--- config.mk ---
export PLATFORM = sky130hd
export DESIGN_NAME = instruction_fetch
export DESIGN_NICKNAME = d
export VERILOG_FILES = /design/src/rtl/instruction_fetch.sv
export SDC_FILE = /design/constraint.sdc
export NUM_CORES = 1
export LEC_CHECK = 0
export BUFFER_PORTS_ARGS = -buffer_cell sky130_fd_sc_hd__buf_2
export CAP_MARGIN = 10
export CORE_ASPECT_RATIO = 0.6
export CORE_MARGIN = 2
export CORE_UTILIZATION = 50
export CTS_BUF_LIST = sky130_fd_sc_hd__clkbuf_8
export CTS_CLUSTER_SIZE = 12
export DETAILED_ROUTE_END_ITERATION = 7
export GPL_ROUTABILITY_DRIVEN = 0
export PLACE_DENSITY_LB_ADDON = 0.2
export SYNTH_ARGS = -nofsm -noshare
export SYNTH_HDL_FRONTEND = slang
export SYNTH_SLANG_ARGS = --single-unit
--- constraint.sdc ---
create_clock -name clk -period 3.26 [get_ports clk]
set_input_delay 0.163 -clock clk [delete_from_list [all_inputs] [get_ports clk]]
set_output_delay 0.163 -clock clk [all_outputs]
set_load 0.05 [all_outputs]
--- src/rtl/instruction_fetch.sv ---
// ---------------------------------------------------------------------------
// instruction_fetch
//   Fetch stage feeding the control decoder. Owns the PC, drives a
//   synchronous-read instruction memory, and presents a registered
//   instruction word with its PC and an 8-bit control code. Handles stall,
//   downstream branch/jump redirect, and HALT detection.
//
// Ports
//   clk            in   clock, rising edge
//   rst            in   synchronous active-high reset
//   stall          in   downstream not ready, hold the stage
//   branch_taken   in   redirect fetch to branch_target (wins over stall)
//   branch_target  in   redirect address, bit 0 ignored
//   imem_en        out  memory read enable (combinational)
//   imem_addr      out  memory read address (combinational)
//   imem_rdata     in   word for the address issued the previous enabled cycle
//   instr          out  registered instruction word
//   instr_pc       out  PC of instr
//   instr_valid    out  instr / instr_pc / ctrl_code valid
//   ctrl_code      out  {instr[15:12], instr[3:0]} (combinational from instr)
//   halted         out  HALT seen, fetch stopped until reset
// ---------------------------------------------------------------------------
module instruction_fetch #(
    parameter int unsigned        ADDR_W   = 16,
    parameter logic [ADDR_W-1:0]  RESET_PC = '0,
    parameter int unsigned        PC_STEP  = 2,
    parameter logic [3:0]         HALT_OP  = 4'hF
) (
    input  logic              clk,
    input  logic              rst,
    input  logic              stall,
    input  logic              branch_taken,
    input  logic [ADDR_W-1:0] branch_target,
    output logic              imem_en,
    output logic [ADDR_W-1:0] imem_addr,
    input  logic [15:0]       imem_rdata,
    output logic [15:0]       instr,
    output logic [ADDR_W-1:0] instr_pc,
    output logic              instr_valid,
    output logic [7:0]        ctrl_code,
    output logic              halted
);

    localparam int unsigned INSTR_W = 16;
    localparam logic [ADDR_W-1:0] STEP       = ADDR_W'(PC_STEP);
    localparam logic [ADDR_W-1:0] ALIGN_MASK = ~ADDR_W'(1);

    typedef enum logic {
        S_RUN  = 1'b0,
        S_HALT = 1'b1
    } state_t;

    state_t state_q, state_d;

    logic [ADDR_W-1:0]  fetch_pc_q, fetch_pc_d;
    logic [ADDR_W-1:0]  rd_pc_q, rd_pc_d;
    logic               rd_valid_q, rd_valid_d;
    logic [INSTR_W-1:0] instr_q, instr_d;
    logic [ADDR_W-1:0]  instr_pc_q, instr_pc_d;
    logic               instr_valid_q, instr_valid_d;

    logic [ADDR_W-1:0]  target_c;
    logic               redirect_c;
    logic               advance_c;
    logic               halt_hit_c;

    // Cycle classification shared by the FSM and the datapath.
    always_comb begin
        target_c   = branch_target & ALIGN_MASK;
        redirect_c = !rst && (state_q == S_RUN) && branch_taken;
        advance_c  = !rst && (state_q == S_RUN) && !branch_taken && !stall;
        // A HALT word only counts when it is a real word, not a stale rdata.
        halt_hit_c = advance_c && rd_valid_q && (imem_rdata[15:12] == HALT_OP);
    end

    // FSM state register.
    always_ff @(posedge clk) begin
        if (rst) begin
            state_q <= S_RUN;
        end else begin
            state_q <= state_d;
        end
    end

    // FSM next-state: HALT is left only through reset.
    always_comb begin
        state_d = state_q;
        case (state_q)
            S_RUN:   if (halt_hit_c) state_d = S_HALT;
            S_HALT:  state_d = S_HALT;
            default: state_d = S_RUN;
        endcase
    end

    // FSM outputs: memory request and halted flag.
    always_comb begin
        imem_en   = redirect_c || advance_c;
        imem_addr = redirect_c ? target_c : fetch_pc_q;
        halted    = (state_q == S_HALT);
    end

    // Datapath next values: redirect flushes, stall holds, normal cycle shifts.
    always_comb begin
        fetch_pc_d    = fetch_pc_q;
        rd_pc_d       = rd_pc_q;
        rd_valid_d    = rd_valid_q;
        instr_d       = instr_q;
        instr_pc_d    = instr_pc_q;
        instr_valid_d = instr_valid_q;

        if (redirect_c) begin
            fetch_pc_d    = target_c + STEP;
            rd_pc_d       = target_c;
            rd_valid_d    = 1'b1;
            instr_valid_d = 1'b0;
        end else if (advance_c) begin
            fetch_pc_d    = fetch_pc_q + STEP;
            rd_pc_d       = fetch_pc_q;
            rd_valid_d    = 1'b1;
            instr_d       = imem_rdata;
            instr_pc_d    = rd_pc_q;
            instr_valid_d = rd_valid_q;
        end else if (state_q == S_HALT) begin
            // Drop the word in flight; the HALT word stays until downstream takes it.
            rd_valid_d = 1'b0;
            if (!stall) begin
                instr_valid_d = 1'b0;
            end
        end
    end

    // Datapath registers.
    always_ff @(posedge clk) begin
        if (rst) begin
            fetch_pc_q    <= RESET_PC;
            rd_pc_q       <= '0;
            rd_valid_q    <= 1'b0;
            instr_q       <= '0;
            instr_pc_q    <= '0;
            instr_valid_q <= 1'b0;
        end else begin
            fetch_pc_q    <= fetch_pc_d;
            rd_pc_q       <= rd_pc_d;
            rd_valid_q    <= rd_valid_d;
            instr_q       <= instr_d;
            instr_pc_q    <= instr_pc_d;
            instr_valid_q <= instr_valid_d;
        end
    end

    assign instr       = instr_q;
    assign instr_pc    = instr_pc_q;
    assign instr_valid = instr_valid_q;
    assign ctrl_code   = {instr_q[15:12], instr_q[3:0]};

endmodule

==> run_results.csv <==
group,metric,value,unit
timing,hold_violations,0,
setup_path,r2r_end,"fetch_pc_q[15]",
timing,fmax,0.407,GHz
power_and_ir_drop,totalPowerFinal,1.91,mW
floorplanning,die_area,6740,sq um
floorplanning,pin_count,95,
logic_synthesis,synthXorXnorAreaFrac,2.59,%
logic_synthesis,synth-compound-area-share,14.6,%
timing,tightestPinTransition,0.649,ns
floorplanning,start_util,53.1,%
clocking,clock-sinks,64,
setup_path,cp-startpoint,"halted",
drt,drt_first_pass_iters,5,
timing,fin_skew,0.00636,ns
logic_synthesis,synth_fa_ha_area_share,0.411,%
global_routing,grt_first_pass_wirelength,12600,um
clocking,root_buffer,"clkbuf_8",
final_layout,finalNetCount,507,
setup_path,crit_end,"fetch_pc_q[15]",
logic_synthesis,synthCells,397,
logic_synthesis,yosysTopAreaCell,"dfxtp_1",
logic_synthesis,yosys-top-cells-area,"dfxtp_1 42%, nand2_1 12%, a21oi_1 6.6%, nor2_1 3.7%, mux2i_1 3.3%",
logic_synthesis,postSynthAreaPerCell,7.66,sq um
drt,wl,7710,um
final_layout,drive_above_1_share,25.1,%
setup_path,crit_type,"reg -> reg",
global_routing,grt_pass1_vias,2576,
logic_synthesis,synthMuxAreaShare,3.29,%
final_layout,fin_cells,555,
power_and_ir_drop,powerDensity,524,nW/um^2
logic_synthesis,synth-simple-area-share,28.9,%
logic_synthesis,ys_warn_count,0,
drt,routed_via_density,5.34,
setup_path,r2r-start,"halted",
timing,relSlewSlack,56.7,%
timing,final.min_clock_period,2.46,ns
clocking,path_clk_slew,0.07,ns
hold_path,hold_class,"in -> reg",
floorplanning,row_count,21,
logic_synthesis,synth-edff-count,0,
timing,setup_viol,0,
logic_synthesis,ys_seq_elements,64,
timing,maxSlewViolCount,0,
global_routing,grt_usage,23.6,%
floorplanning,die_x,105,um
drt,vias,2964,
place,dp_hpwl,5360,um
logic_synthesis,ys_seq_area_share,42.1,%
job,maxCapViolCount,0,
timing,whs,0.0611,ns
drt,drc,0,
final_layout,area_growth,19.9,%
timing,finalCritPeriodShare,75.3,%
place,portBuffers,91,
clocking,h-tree-depth,3,
setup_path,endpoint_kind,"flip-flop",
timing,setup_tns,0,ns
global_routing,grt_max_degree,64,
clocking,tritoncts,"built",
timing,rsz0062_at_grt,"false",
clocking,clk_latency,0.33,ns
logic_synthesis,synth_top_cell_area_share,42.1,%
clocking,cts_setup_buffers,0,
logic_synthesis,syn_area,3040,sq um
setup_path,reg2reg_slack,0.80,ns
clocking,cts-buffers-inserted,9,
clocking,post_cts_resized,0,
logic_synthesis,synthFlopType,"dfxtp_1",
floorplanning,core,5730,sq um
setup_path,rr_worst_depth,9,
place,dp.cells,539,
logic_synthesis,synth_cell_types,47,
logic_synthesis,synth_common_cells,"99 x nand2_1, 64 x dfxtp_1, 40 x a21oi_1, 30 x nor2_1, 13 x clkbuf_1",
logic_synthesis,post-synth-top-count-cell,"nand2_1",
global_routing,antenna_found_initial,0,
logic_synthesis,async_flop_share,0,%
setup_path,required,3.48,ns
logic_synthesis,synth_top_family_by_area,"simple AND/OR/NAND/NOR gates",
drt,post_drt_wl_per_cell,13.9,um
clocking,hold_buffers,0,
power_and_ir_drop,max-vdd-ir-drop,328,uV
final_layout,num_antenna_cells,0,
power_and_ir_drop,leakage,1.64,nW
setup_path,cp.arrival,2.67,ns
setup_path,cp_max_fo,12,
drt,antenna_left,0,
final_layout,fin_util,63.7,%
global_routing,grt_overflow,0,
drt,drt_iter0_markers,230,
outcome,status,"finished, final reports clean",
setup_path,setup.worst_path.start_class,"flip-flop",
clocking,clock_path_buffers,2,
floorplanning,die_h,64.4,um
[worst min-delay path by stage]
stage	from	endpoint	slack [ns]	cells after the start
2_1_floorplan	imem_rdata[0]	instr[0]	0.30	2
3_3_place_gp	imem_rdata[7]	instr[7]	0.40	3
3_5_place_dp	imem_rdata[11]	instr[11]	0.41	3
4_1_cts	imem_rdata[9]	instr[9]	0.04	3
5_1_grt	imem_rdata[11]	instr[11]	0.05	3
6_report	imem_rdata[9]	instr[9]	0.06	3
[cell families (layout without fill, tap and decap cells)]
| group | after synthesis | after routing |
|---|---|---|
| adders and majority gates | 1 | 1 |
| buffers and inverters | 47 | 124 |
| muxes | 10 | 10 |
| other | 1 | 2 |
| DFF | 64 | 64 |
| xor gates and xnor gates | 9 | 9 |
| and+or+nand+nor | 191 | 191 |
| AOI/OAI and AO/OA | 74 | 74 |
[registers in the layout, indices dropped and copies added (netlist names)]
name         count
fetch_pc_q      15
instr           16
rd_valid_q       1
instr_valid      1
instr_pc        15
rd_pc_q         15
halted           1
[placed cells by master, fill, tap and decap left out, types with 2 or more instances in the layout]
cell type   netlist  layout
nand4_1           9       9
nor2_1           30      30
xor2_1            2       2
and4_1            5       5
o21ai_0           9       9
nand3b_1          7       7
nor2b_1           3       3
nand3_1          12      12
conb_1            1       2
nand2_1          99      99
a21oi_1          40      40
clkbuf_8          0       9
dfxtp_1          64      64
mux2i_1          10      10
a22oi_1           3       3
nor4_1            2       2
buf_2            10      91
nand2b_1          2       2
and3_1            3       3
and2_1            3       3
a31oi_1           2       2
clkinvlp_4        0       2
inv_1             8       9
a211oi_1         10      10
clkinv_2          0       3
buf_4            12       8
xnor2_1           7       7
nor3_1           10      10
[routing by layer]
metal	GRT usage (%)	wire [um]	share of wire [%]	vias to the layer above
li1	-	-	-	1484
met1	31.9	3730	48	1347
met2	37.0	3410	44	127
met3	7.85	526	6.8	6
met4	5.00	34	0.44	0
met5	0	0	0	-
[worst max-delay path, stage by stage, from the launching register on]
cell and delay (ns):
dfxtp_1 0.56, or3b_1 0.30, nand2_1 0.08, nand2_1 0.13
ha_1 0.30, and3_1 0.29, nand4_1 0.19, a22oi_1 0.27
xnor2_1 0.14, o21ai_0 0.08
[where the power goes]
| group | switching (mW) | leakage (nW) | internal, mW |
|---|---|---|---|
| clock network | 0.308 | 0.0962 | 0.346 |
| registers | 0.0312 | 0.524 | 0.828 |
| logic | 0.292 | 1.02 | 0.105 |
[through the flow]
step                      setup WS, ns  instance area, sq um
final                            0.804                  3650
after global routing             0.581                  3650
after CTS                        0.830                  3650
after detailed placement         0.855                  3460
after global placement           0.903                  3460
after floorplan                  0.140                  3050
[layout make-up]
cell class | instances | area [sq um]
well taps | 80 | 100
fillers | 559 | 2080
flip-flops and latches | 64 | 1280
repair buffers | 99 | 515
clock buffers | 9 | 124
multi-input cells | 287 | 1530
inverters | 9 | 33.8
clock inverters | 7 | 63.8
Note: power is estimated with default switching activity, not from simulation.
